$ cat src/rtl/mux2_arbiter.sv
// mux2_arbiter: round-robin arbiter and sequencer for the shared 2:1 datapath mux.
// Two requesters stream multi-beat bursts into one registered output stage with a
// valid/ready handshake. A burst-length cap bounds how long one requester can hold
// the grant while the other is waiting.
//
// state | meaning
// ------+------------------------------------------------------------
// IDLE  | no grant; arbitrate between pending requests (1-cycle bubble)
// GNT0  | requester 0 owns the mux, beats from din_0 are accepted
// GNT1  | requester 1 owns the mux, beats from din_1 are accepted
module mux2_arbiter #(
    parameter int data_size = 32,
    parameter int max_burst = 4
) (
    input  logic                 clk,
    input  logic                 rst_n,
    input  logic                 req_0,
    input  logic [data_size-1:0] din_0,
    input  logic                 last_0,
    output logic                 ack_0,
    input  logic                 req_1,
    input  logic [data_size-1:0] din_1,
    input  logic                 last_1,
    output logic                 ack_1,
    output logic                 sel,
    output logic [data_size-1:0] dout,
    output logic                 dout_valid,
    input  logic                 dout_ready,
    output logic                 busy,
    output logic                 owner
);

    typedef enum logic [1:0] {
        IDLE = 2'd0,
        GNT0 = 2'd1,
        GNT1 = 2'd2
    } state_t;

    // Five bits cover the full legal cap range (1..16) plus one for the compare.
    localparam int cnt_w = 5;
    localparam logic [cnt_w-1:0] burst_cap = cnt_w'(max_burst);

    state_t               state;
    logic                 prio;
    logic [cnt_w-1:0]     beat_cnt;
    logic [cnt_w-1:0]     beat_nxt;

    logic                 load_en;
    logic                 accept;
    logic                 req_cur;
    logic                 req_oth;
    logic                 last_cur;
    logic                 oth_id;
    logic [data_size-1:0] din_cur;
    logic                 cap_hit;
    logic                 rel_grant;

    // The output stage can take a new word when empty or being drained this cycle.
    assign load_en = !dout_valid || dout_ready;

    assign ack_0  = (state == GNT0) && req_0 && load_en;
    assign ack_1  = (state == GNT1) && req_1 && load_en;
    assign accept = ack_0 || ack_1;

    assign sel  = (state == GNT1);
    assign busy = (state != IDLE);

    // Route the owner's and the other requester's signals by current grant.
    always_comb begin
        req_cur  = req_0;
        req_oth  = req_1;
        last_cur = last_0;
        din_cur  = din_0;
        oth_id   = 1'b1;
        if (state == GNT1) begin
            req_cur  = req_1;
            req_oth  = req_0;
            last_cur = last_1;
            din_cur  = din_1;
            oth_id   = 1'b0;
        end
    end

    assign beat_nxt = beat_cnt + 1'b1;

    // '>=' so a cap reached earlier without contention still fires once the
    // other requester shows up (beat_cnt is saturated at the cap by then).
    assign cap_hit   = accept && req_oth && (beat_nxt >= burst_cap);
    assign rel_grant = (state != IDLE) &&
                       (!req_cur || (accept && last_cur) || cap_hit);

    // Output register: load on an accepted beat, otherwise drain on ready.
    always_ff @(posedge clk or negedge rst_n) begin
        if (!rst_n) begin
            dout       <= '0;
            dout_valid <= 1'b0;
        end else if (accept) begin
            dout       <= din_cur;
            dout_valid <= 1'b1;
        end else if (dout_ready) begin
            dout_valid <= 1'b0;
        end
    end

    // Grant FSM: arbitration in IDLE, burst counting and release in GNTx.
    always_ff @(posedge clk or negedge rst_n) begin
        if (!rst_n) begin
            state    <= IDLE;
            prio     <= 1'b0;
            beat_cnt <= '0;
            owner    <= 1'b0;
        end else begin
            case (state)
                IDLE: begin
                    if (req_0 && (!req_1 || !prio)) begin
                        state    <= GNT0;
                        owner    <= 1'b0;
                        beat_cnt <= '0;
                    end else if (req_1) begin
                        state    <= GNT1;
                        owner    <= 1'b1;
                        beat_cnt <= '0;
                    end
                end
                GNT0, GNT1: begin
                    if (rel_grant) begin
                        prio <= oth_id;
                        if (req_oth) begin
                            // Hand over directly, no arbitration bubble.
                            state    <= oth_id ? GNT1 : GNT0;
                            owner    <= oth_id;
                            beat_cnt <= '0;
                        end else begin
                            state <= IDLE;
                        end
                    end else if (accept && (beat_cnt != burst_cap)) begin
                        beat_cnt <= beat_nxt;
                    end
                end
                default: begin
                    state <= IDLE;
                end
            endcase
        end
    end

endmodule

$ cat config.mk
export PLATFORM = sky130hd
export DESIGN_NAME = mux2_arbiter
export DESIGN_NICKNAME = d
export VERILOG_FILES = /design/src/rtl/mux2_arbiter.sv
export SDC_FILE = /design/constraint.sdc
export NUM_CORES = 1
export LEC_CHECK = 0
export BUFFER_PORTS_ARGS = -buffer_cell sky130_fd_sc_hd__buf_4
export CAP_MARGIN = 0
export CORE_MARGIN = 2
export CORE_UTILIZATION = 51
export CTS_CLUSTER_DIAMETER = 120
export CTS_CLUSTER_SIZE = 40
export DETAILED_ROUTE_END_ITERATION = 6
export PLACE_DENSITY = 0.9
export SYNTH_ARGS = -nofsm -noshare
export SYNTH_HDL_FRONTEND = slang
export SYNTH_SLANG_ARGS = --single-unit
$ cat constraint.sdc
create_clock -name clk -period 4.8 [get_ports clk]
set_input_delay 0.96 -clock clk [delete_from_list [all_inputs] [get_ports clk]]
set_output_delay 0.96 -clock clk [all_outputs]
set_load 0.02 [all_outputs]
==> metrics, run 1 <==
Critical Path AT=approximately 2.2 ns; Die Span X=72.26 µm; Pwr Total=0.002037 W; hold crit path type=reg2reg; first-pass GRT wire length=9.432 mm; syn_nets=318; maxcap violations=0; FMAX=~0.32 GHz; CP max stage cell=ha_2; number of I/O port buffers=~110; largest net degree at the start of global routing=68; Int Power=0.001148 W; sequential power share=29.8%; Post-route DRC=0; CP endpoint kind=output port; Hold Buf Count CTS=0; asr flop ratio synth=100.0%; Switching Fraction=approximately 44%; sequential fraction of the synthesis area=44.23%; H-Tree Depth=2; Area Growth Syn to Fin=38.02%; filler instances=318; Mapped Area=0.002376 mm²; Final Hold Fails=0; Worst path most repeated cell=buf_4; Crit Path Max Fanout=30; CP startpoint kind=register; final core occ=74.29%; initial drt markers=104; proportion of layout cells with a drive suffix above 1=approximately two fifths; Distinct cells, synth=48; I/O pins=between 100 and 150; Post-synth EDFFs=0; # rows=24; GRT Overall Usage=23.40%; Initial Util=53.83%; maximum buffer depth of the clock tree=2; clock root buffer master=clkbuf_8; Synth Warn #=0; initial antenna violation count=0; Final Net Count=418; Buf/Inv on CP=3; clock skew=0.005817 ns; cts repair resizes=0; Yosys reg bits=42; Comb pwr share=58.7%; worst-path cell chain=inv_1 > ha_2 > buf_4 > and3_1 > buf_4; WL final=5.738 mm; Die Span Y=72.26 µm; Tcrit/Tclk final=65.31%; RSZ-0062 raised after global routing=false; Worst Setup Path Type=reg2out; Main synth FF type=dfrtp_1; Avg WL per Cell=14.56 µm; post-route minimum period=3.135 ns; outcome=finished, final reports clean; mean post-synth cell area=slightly below 10 µm²; GR Overflow Total=0; total number of vias=2130; DPL Wire Length=4.413 mm; Detail Route Antenna Nets=0; Net Sw Power=approximately 0.00089 W; Post-Synthesis Cells=roughly 240; Top delay family on crit path=buffers and inverters; Detailed Routing Iterations Pass 1=5; Crit path required time=around 3.8 ns; vias in the first global route=2078; postcts setup bufs=0; P per Cell Area=between 600 and 700 mW/mm²; R2R Path Start=state[0]; Worst slew margin=about a third; Die Area=0.005221 mm²; HP Start=dout[7]; vias per inst=5.406; CTS sink count=42; max-slew violations=0; Least-Margin Pin Slew=0.9688 ns; routability cong.=0.9079; VDD IR max=between 300 and 400 µV; Static Leakage=1.659 nW; antenna cells=0; core area=0.004414 mm²; Clk pin slew, worst setup/hold paths=0.07 ns; # setup viols final=0; Worst-Skew Late Latency=0.29 ns; setup TNS=0 ns; CTS tree=built; Clk pwr share=11.5%; CP max stage delay=0.52 ns; crit path launch=state[0]; Num CTS Buffers=5
==> cell usage in the layout (no fill, tap or decap), types with 3 or more instances in the layout <==
cell / instances
nand2b_1: 3
ha_1: 5
inv_1: 8
nor2_1: 6
clkbuf_8: 6
dfrtp_1: 42
buf_4: 109
o21ai_0: 38
nand2_1: 41
and3_1: 4
mux2i_1: 35
==> cell type report <==
type | count | area [µm²] | share of cell area, %
clock buffer | 6 | 82.58 | 2.518
clock inverter | 2 | 12.51 | 0.3815
inverter | 8 | 30.03 | 0.9157
multi-input combinational | 175 | 1220 | 37.20
sequential | 42 | 1051 | 32.05
tap | 52 | 65.06 | 1.984
timing repair buffer | 109 | 818.3 | 24.95
==> metal layers <==
metal	share of wire (%)	routed length, µm	track usage [%]
met1	39	2266	27.85
met2	50	2882	39.55
met3	7.9	452	6.250
met4	2.4	136	10.69
met5	0	0	0
==> tightest hold or removal path, cell delays in order, from the launching register on <==
cell,delay [ns]
dfrtp_1,0.35
nand2_1,0.05
o21ai_0,0.06
==> cell families after synthesis <==
logic type | count (synthesis) | synth area share (%)
buf+inv | 24 | 4.634
fa+ha+maj | 6 | 3.159
mux | 38 | 16.80
flops | 42 | 44.23
simple gates | 74 | 15.90
compound gates | 57 | 15.27
==> state kept, by name (all words and copies together) (netlist names) <==
| name | count |
|---|---|
| dout | 32 |
| beat_cnt | 5 |
| state | 2 |
| dout_valid | 1 |
| owner | 1 |
| prio | 1 |
==> final timing paths <==
| path | cells past startpoint | slack (ns) | end |
|---|---|---|---|
| max reg2reg | 9 | 1.81 | state[1] |
| min | 2 | 0.49 | dout[7] |
| min reg2reg | 2 | 0.49 | dout[7] |
| max in group asynchronous | 1 | 3.79 | dout[6] |
| max | 5 | 1.67 | ack_1 |
| min in group asynchronous | 1 | 0.64 | dout[19] |
==> stage by stage <==
stage,hold WS [ns],worst slack (ns),std cells,cell area [µm²]
detailed placement,0.4711,1.763,386,3184
CTS,0.4891,1.657,394,3279
floorplan,0.5180,2.146,241,2376
finish,0.4855,1.665,394,3279
global route,0.5126,1.534,394,3279
global placement,0.4623,1.811,386,3184
==> power by group through the flow <==
stage / registers, W / clock network, W / logic, W
detailed placement: 0.000611 / 0 / 0.00120
global route: 0.000626 / 0.000254 / 0.00131
finish: 0.000606 / 0.000235 / 0.00120
floorplan: 0.000764 / 0 / 0.000646
global placement: 0.000604 / 0 / 0.00117
CTS: 0.000607 / 0.000242 / 0.00121
==> cells in the mapped netlist (2+ instances only) <==
| cell type | n | area [µm²] |
|---|---|---|
| mux2i_1 | 35 | 350.3 |
| nor2_1 | 6 | 22.52 |
| dfrtp_1 | 42 | 1051 |
| buf_2 | 7 | 35.03 |
| and3_1 | 4 | 25.02 |
| nand2_1 | 42 | 157.7 |
| ha_1 | 6 | 75.07 |
| nor3_1 | 2 | 10.01 |
| nand2b_1 | 3 | 18.77 |
| o2bb2ai_1 | 2 | 17.52 |
| o21ai_0 | 38 | 190.2 |
| a22o_1 | 2 | 17.52 |
| nand4b_1 | 2 | 17.52 |
| clkbuf_1 | 7 | 26.28 |
| inv_1 | 8 | 30.03 |
| nor2b_1 | 2 | 12.51 |
| and2_1 | 2 | 12.51 |
Note: power is estimated with default switching activity, not from simulation.
==> run 2: changes to the inputs <==
--- a/config.mk
+++ b/config.mk
@@ -8,11 +8,11 @@
 export BUFFER_PORTS_ARGS = -buffer_cell sky130_fd_sc_hd__buf_4
 export CAP_MARGIN = 0
 export CORE_MARGIN = 2
-export CORE_UTILIZATION = 51
+export CORE_UTILIZATION = 47
 export CTS_CLUSTER_DIAMETER = 120
 export CTS_CLUSTER_SIZE = 40
 export DETAILED_ROUTE_END_ITERATION = 6
-export PLACE_DENSITY = 0.9
+export PLACE_DENSITY = 0.84
 export SYNTH_ARGS = -nofsm -noshare
 export SYNTH_HDL_FRONTEND = slang
 export SYNTH_SLANG_ARGS = --single-unit
==> constraint.sdc (replaced) <==
create_clock -name clk -period 3.25 [get_ports clk]
set_input_delay 0.65 -clock clk [delete_from_list [all_inputs] [get_ports clk]]
set_output_delay 0.65 -clock clk [all_outputs]
set_load 0.02 [all_outputs]
==> run 2 against run 1 <==
Total power increased by 46%; largest power group unchanged; sequential share of layout area decreased by 0.15 points; clock-buffer cell count fell by 1; flip-flop and latch count unchanged; via count shrank 2.4%; largest cell class unchanged; global-route usage down 3.0 points; worst setup slack got worse by 0.70 ns; non-clock buffer count rose by 1; critical endpoint is now state[1]; design area increased by 0.46%; critical path type is now reg2reg; first-iteration DRC count fell by 45%.
==> metrics, run 2 (same netlist as run 1, synthesis figures left out) <==
Worst Setup Path Type=reg2reg; post-route cell area=0.003294 mm² (+0.46%); Post-route DRC=0 (unchanged); Crit path required time=3.42 ns (-0.42 ns); Hold Buf Count CTS=0 (unchanged); routability cong.=0.8752 (-3.6%); Detail Route Antenna Nets=0 (unchanged); Initial Util=49.65% (-4.2 points); final worst setup slack=0.9693 ns (-0.6959 ns); Inst Count DP=402 (+4.1%); DP Area=0.003211 mm² (+0.83%); Static Leakage=1.652 nW (-0.40%); vias per inst=5.083 (-6.0%); Worst-Skew Late Latency=0.29 ns (about the same); Detailed Routing Iterations Pass 1=4 (-1); RSZ-0062 raised after global routing=false; total number of vias=2079 (-2.4%); cts repair resizes=0 (unchanged); CTS sink count=42 (unchanged); Crit Path Max Fanout=11 (-63%); max-slew violations=0 (unchanged); max reg flops=32 (unchanged); CP endpoint kind=register; R2R Path Start=state[0]; largest net degree at the start of global routing=46 (-32%); initial drt markers=57 (-45%); Critical Path AT=2.45 ns (+0.28 ns); postcts setup bufs=0 (unchanged); Die Span X=75.10 µm (+3.9%); Clk pin slew, worst setup/hold paths=0.08 ns (about the same); clock root buffer master=clkbuf_8; FMAX=around 0.44 GHz; Finished Layout Cells=409 (+3.8%); Die Area=0.005640 mm² (+8.0%); hold crit path type=in2async; maximum buffer depth of the clock tree=2 (unchanged); Final Hold Fails=0 (unchanged); Area Growth Syn to Fin=38.65%; # setup viols final=0 (unchanged); GR Overflow Total=0 (unchanged); antenna cells=0 (unchanged); Least-Margin Pin Slew=0.5511 ns (-0.4177 ns); Worst slew margin=63.26% (+28 points); VDD IR max=491.3 µV (+36%); maxcap violations=0 (unchanged); r2r setup slk=0.97 ns (-0.84 ns); pre-CTS setup slack=0.9968 ns (-0.7660 ns); Avg WL per Cell=13.36 µm (-8.2%); clock skew=0.006378 ns (+0.0005615 ns); top flop regs=dout: 32 flops, beat_cnt: 5 flops, state: 2 flops; Die Span Y=75.10 µm (+3.9%); proportion of layout cells with a drive suffix above 1=38.30% (unchanged); I/O pins=109 (unchanged); Final Net Count=419 (+0.24%); GRT Overall Usage=20.37% (-3.0 points); CTS tree=built; DPL Wire Length=4.284 mm (-2.9%); Tcrit/Tclk final=70.17%; post-route minimum period=between 2 and 2.5 ns; H-Tree Depth=2 (unchanged); vias in the first global route=1951 (-6.1%); Top reg by flops=dout; setup TNS=0 ns (unchanged); most common library cell in the layout ignoring fill and taps=buf_4; outcome=finished, final reports clean; Num CTS Buffers=5 (unchanged); WL final=5.466 mm (-4.7%); P per Cell Area=904.8 mW/mm² (+46%); first-pass GRT wire length=8.604 mm (-8.8%); CP startpoint kind=register; core area=0.004786 mm² (+8.4%); number of I/O port buffers=108 (unchanged); initial antenna violation count=0 (unchanged); commonest non-fill, non-tap cells in the layout=buf_4 (110), dfrtp_1 (42), nand2_1 (41); crit path launch=state[0]; # rows=25 (+4.2%)
==> run 2: changes by cell type in the layout (fill, tap and decap cells not counted) <==
cell / before / now
buf_4: 109 / 110
clkbuf_8: 6 / 5
clkinvlp_4: 1 / 2
clkinv_2: 1 / 0
==> run 2: layer usage <==
layer	vias up	wire (µm)	GRT usage (%)
li1	1047	-	-
met5	-	0	0
met3	15	471	6.961
met2	82	2642	32.65
met4	0	144	8.532
met1	935	2207	25.17
==> run 2: worst paths after layout <==
check	end	cells past startpoint
hold / removal	dout[3]	1
setup / recovery	state[1]	8
min in group clk	dout[7]	2
setup reg to reg	state[1]	8
hold reg to reg	dout[7]	2
max in group asynchronous	dout[9]	1
==> run 2: power breakdown <==
| group | switching [W] | internal (W) | leakage, nW |
|---|---|---|---|
| sequential | 0.000141 | 0.000755 | 0.528 |
| clock | 0.000167 | 0.000146 | 0.0362 |
| combinational | 0.000996 | 0.000774 | 1.09 |
==> run 2: area by class of cell <==
class / count / area, µm²
Inverter: 8 / 30.03
Tap cell: 67 / 83.83
Clock inverter: 2 / 15.01
Sequential cell: 42 / 1051
Timing Repair Buffer: 110 / 825.8
Multi-Input combinational cell: 175 / 1220
Fill cell: 381 / 1491
Clock buffer: 5 / 68.82
==> run 2: metrics by stage <==
stage	utilization [%]	power [W]	hold slack (ns)
CTS	68.84	0.003019	0.3401
detailed placement	67.09	0.002696	0.4716
floorplan	-	0.002082	0.3544
global route	68.84	0.003225	0.3547
finish	68.84	0.002981	0.3313
global placement	67.09	0.002633	0.4630
==> run 2: worst max-delay path, stage by stage (launching register included) <==
cell	delay, ns
dfrtp_1	0.40
inv_1	0.10
ha_2	0.34
mux2i_4	0.30
o2111ai_2	0.15
a31oi_2	0.27
o21ai_2	0.13
nor2b_4	0.16
mux2_4	0.31
==> run 3: changes to the inputs <==
--- a/config.mk
+++ b/config.mk
@@ -8,11 +8,11 @@
 export BUFFER_PORTS_ARGS = -buffer_cell sky130_fd_sc_hd__buf_4
 export CAP_MARGIN = 0
 export CORE_MARGIN = 2
-export CORE_UTILIZATION = 47
+export CORE_UTILIZATION = 42
 export CTS_CLUSTER_DIAMETER = 120
 export CTS_CLUSTER_SIZE = 40
 export DETAILED_ROUTE_END_ITERATION = 6
-export PLACE_DENSITY = 0.84
+export PLACE_DENSITY = 0.8
 export SYNTH_ARGS = -nofsm -noshare
 export SYNTH_HDL_FRONTEND = slang
 export SYNTH_SLANG_ARGS = --single-unit
==> constraint.sdc (replaced) <==
create_clock -name clk -period 2 [get_ports clk]
set_input_delay 0.4 -clock clk [delete_from_list [all_inputs] [get_ports clk]]
set_output_delay 0.4 -clock clk [all_outputs]
set_load 0.02 [all_outputs]
==> run 3 against run 2 <==
The run now ends with negative setup slack left; final cell count up 4.2%; core utilization fell by 5.3 points; sequential power grew 62%; worst hold slack got worse by 0.25 ns; clock-buffer cell count is 2 higher; clock power increased by 61%; critical endpoint is now beat_cnt[3].
==> metrics, run 3 (same netlist as run 1, synthesis figures left out) <==
Top reg by flops=dout; initial drt markers=132 (+130%); worst-path cell chain=inv_2 > ha_4 > mux2i_2 > and4bb_1 > and3_4 > a211o_4 > a21oi_2 > o22ai_1; # setup viols final=4 (+4); Worst slew margin=65.28% (+2.0 points); final worst setup slack=-0.04000 ns (-1.009 ns); maximum buffer depth of the clock tree=2 (unchanged); Die Span Y=79.22 µm (+5.5%); Crit path required time=2.18 ns (-1.24 ns); top flop regs=dout: 32 flops, beat_cnt: 5 flops, state: 2 flops; routability cong.=0.8486 (-3.0%); Die Span X=79.22 µm (+5.5%); footprint of the multi-input gates=0.001294 mm² (+6.1%); final core occ=63.49% (-5.3 points); Static Leakage=1.736 nW (+5.1%); Post-route DRC=0 (unchanged); P per Cell Area=1490 mW/mm² (+65%); Area Growth Syn to Fin=46.23%; GRT Overall Usage=19.49% (-0.88 points); Inst Count DP=417 (+3.7%); most common library cell in the layout ignoring fill and taps=buf_4; register area=0.001052 mm² (+0.12%); Buf/Inv on CP=1 (unchanged); maxcap violations=0 (unchanged); Crit Path Max Fanout=8 (-3); Num CTS Buffers=5 (unchanged); GR Overflow Total=0 (unchanged); Tcrit/Tclk final=102.0% (+32 points); Critical Path Stages=8 (unchanged); filler instances=483 (+27%); pre-CTS setup slack=-0.05458 ns (-1.051 ns); CTS sink count=42 (unchanged); DPL Wire Length=4.556 mm (+6.4%); commonest non-fill, non-tap cells in the layout=buf_4 (120), nand2_1 (41), dfrtp_1 (41); CP startpoint kind=register; H-Tree Depth=2 (unchanged); post-route minimum period=2.040 ns (-0.2407 ns); Final Net Count=431 (+2.9%); outcome=complete, but fails checks; initial antenna violation count=0 (unchanged); first-pass GRT wire length=9.563 mm (+11%); Avg WL per Cell=14.07 µm (+5.3%); I/O pins=109 (unchanged); total number of vias=2163 (+4.0%); CP endpoint kind=register; CP max stage delay=0.39 ns (about the same); proportion of layout cells with a drive suffix above 1=42.66% (+4.4 points); Worst Setup Path Type=reg2reg; Initial Util=43.42% (-6.2 points); Final Hold Fails=0 (unchanged); Die Area=0.006275 mm² (+11%); largest net degree at the start of global routing=43 (-6.5%); Detailed Routing Iterations Pass 1=4 (unchanged); FMAX=0.4902 GHz (+12%); Worst-Skew Late Latency=0.29 ns (about the same); CTS tree=built; violated checks=negative setup slack; max reg flops=32 (unchanged); Finished Layout Cells=426 (+4.2%); vias in the first global route=2060 (+5.6%); Reg2Reg Depth=8 (unchanged); max-slew violations=0 (unchanged); RSZ-0062 raised after global routing=true; VDD IR max=726.4 µV (+48%); CP max stage cell=dfrtp_1; Clk pin slew, worst setup/hold paths=0.08 ns (about the same); clock root buffer master=clkbuf_8; Least-Margin Pin Slew=0.5208 ns (-0.03027 ns); hold crit path type=in2async; Critical Path AT=2.22 ns (-0.23 ns); # rows=27 (+8.0%); WL final=5.994 mm (+9.7%); Top delay family on crit path=compound AO/OA/AOI/OAI gates; core area=0.005473 mm² (+14%); clock skew=0.008389 ns (+0.002010 ns); antenna cells=0 (unchanged); vias per inst=5.077 (-0.11%); Detail Route Antenna Nets=0 (unchanged); number of I/O port buffers=108 (unchanged)
run 3: worst register-to-register path, stage by stage, from the launching register on:
cell and delay, ns:
dfrtp_1 0.39, inv_2 0.10, ha_4 0.22, mux2i_2 0.29
and4bb_1 0.25, and3_4 0.18, a211o_4 0.31, a21oi_2 0.12
o22ai_1 0.08
run 3: stage by stage:
stage	area [µm²]	TNS (ns)	power, W	hold slack [ns]
detailed placement	3311	-0.1902	0.004529	0.4173
global placement	3311	0	0.004421	0.4179
floorplan	2397	-0.009540	0.003418	0.1044
CTS	3421	-0.0002929	0.005137	0.1016
global route	3475	-0.7872	0.005561	0.1261
finish	3475	-0.05777	0.005176	0.08557
run 3: worst paths after layout:
check | startpoint | endpoint | slack [ns]
max | state[0] | beat_cnt[3] | -0.04
min | rst_n | dout[7] | 0.09
max reg2reg | state[0] | beat_cnt[3] | -0.04
min reg2reg | dout[15] | dout[15] | 0.48
max in group asynchronous | rst_n | state[1] | 1.53
min in group clk | din_0[5] | dout[5] | 0.40
run 3: timing repair:
| item | 4_1_cts | 5_1_grt |
|---|---|---|
| setup buffers | 2 | 0 |
| hold buffers | 0 | 0 |
| gates resized for setup | 3 | 12 |
| endpoints found under the setup margin | 6 | 8 |
| pin swaps | 0 | 3 |
run 3: power breakdown:
part	switching, W	total, W	internal (W)	leakage (nW)
combinational	0.00174	0.00322	0.00148	1.17
clock	0.000265	0.000505	0.000240	0.0383
sequential	0.000222	0.00145	0.00123	0.527
total	0.00222	0.00518	0.00295	1.74
run 3: layout make-up:
cell class / count / share of cell area (%)
multi-input cells: 175 / 37.23
flip-flops and latches: 42 / 30.28
repair buffers: 122 / 26.83
well taps: 72 / 2.593
clock buffers: 7 / 2.197
inverters: 8 / 0.8642
run 3: routing by layer:
layer  GRT usage (%)  up-vias  wire length (µm)  part of all wire [%]
met1           22.65     1006              2333                    39
met4           7.414        0               108                   1.8
met3           3.977        9               336                   5.6
li1                -     1082                 -                     -
met5               0        -                 0                     0
met2           35.17       66              3216                    54
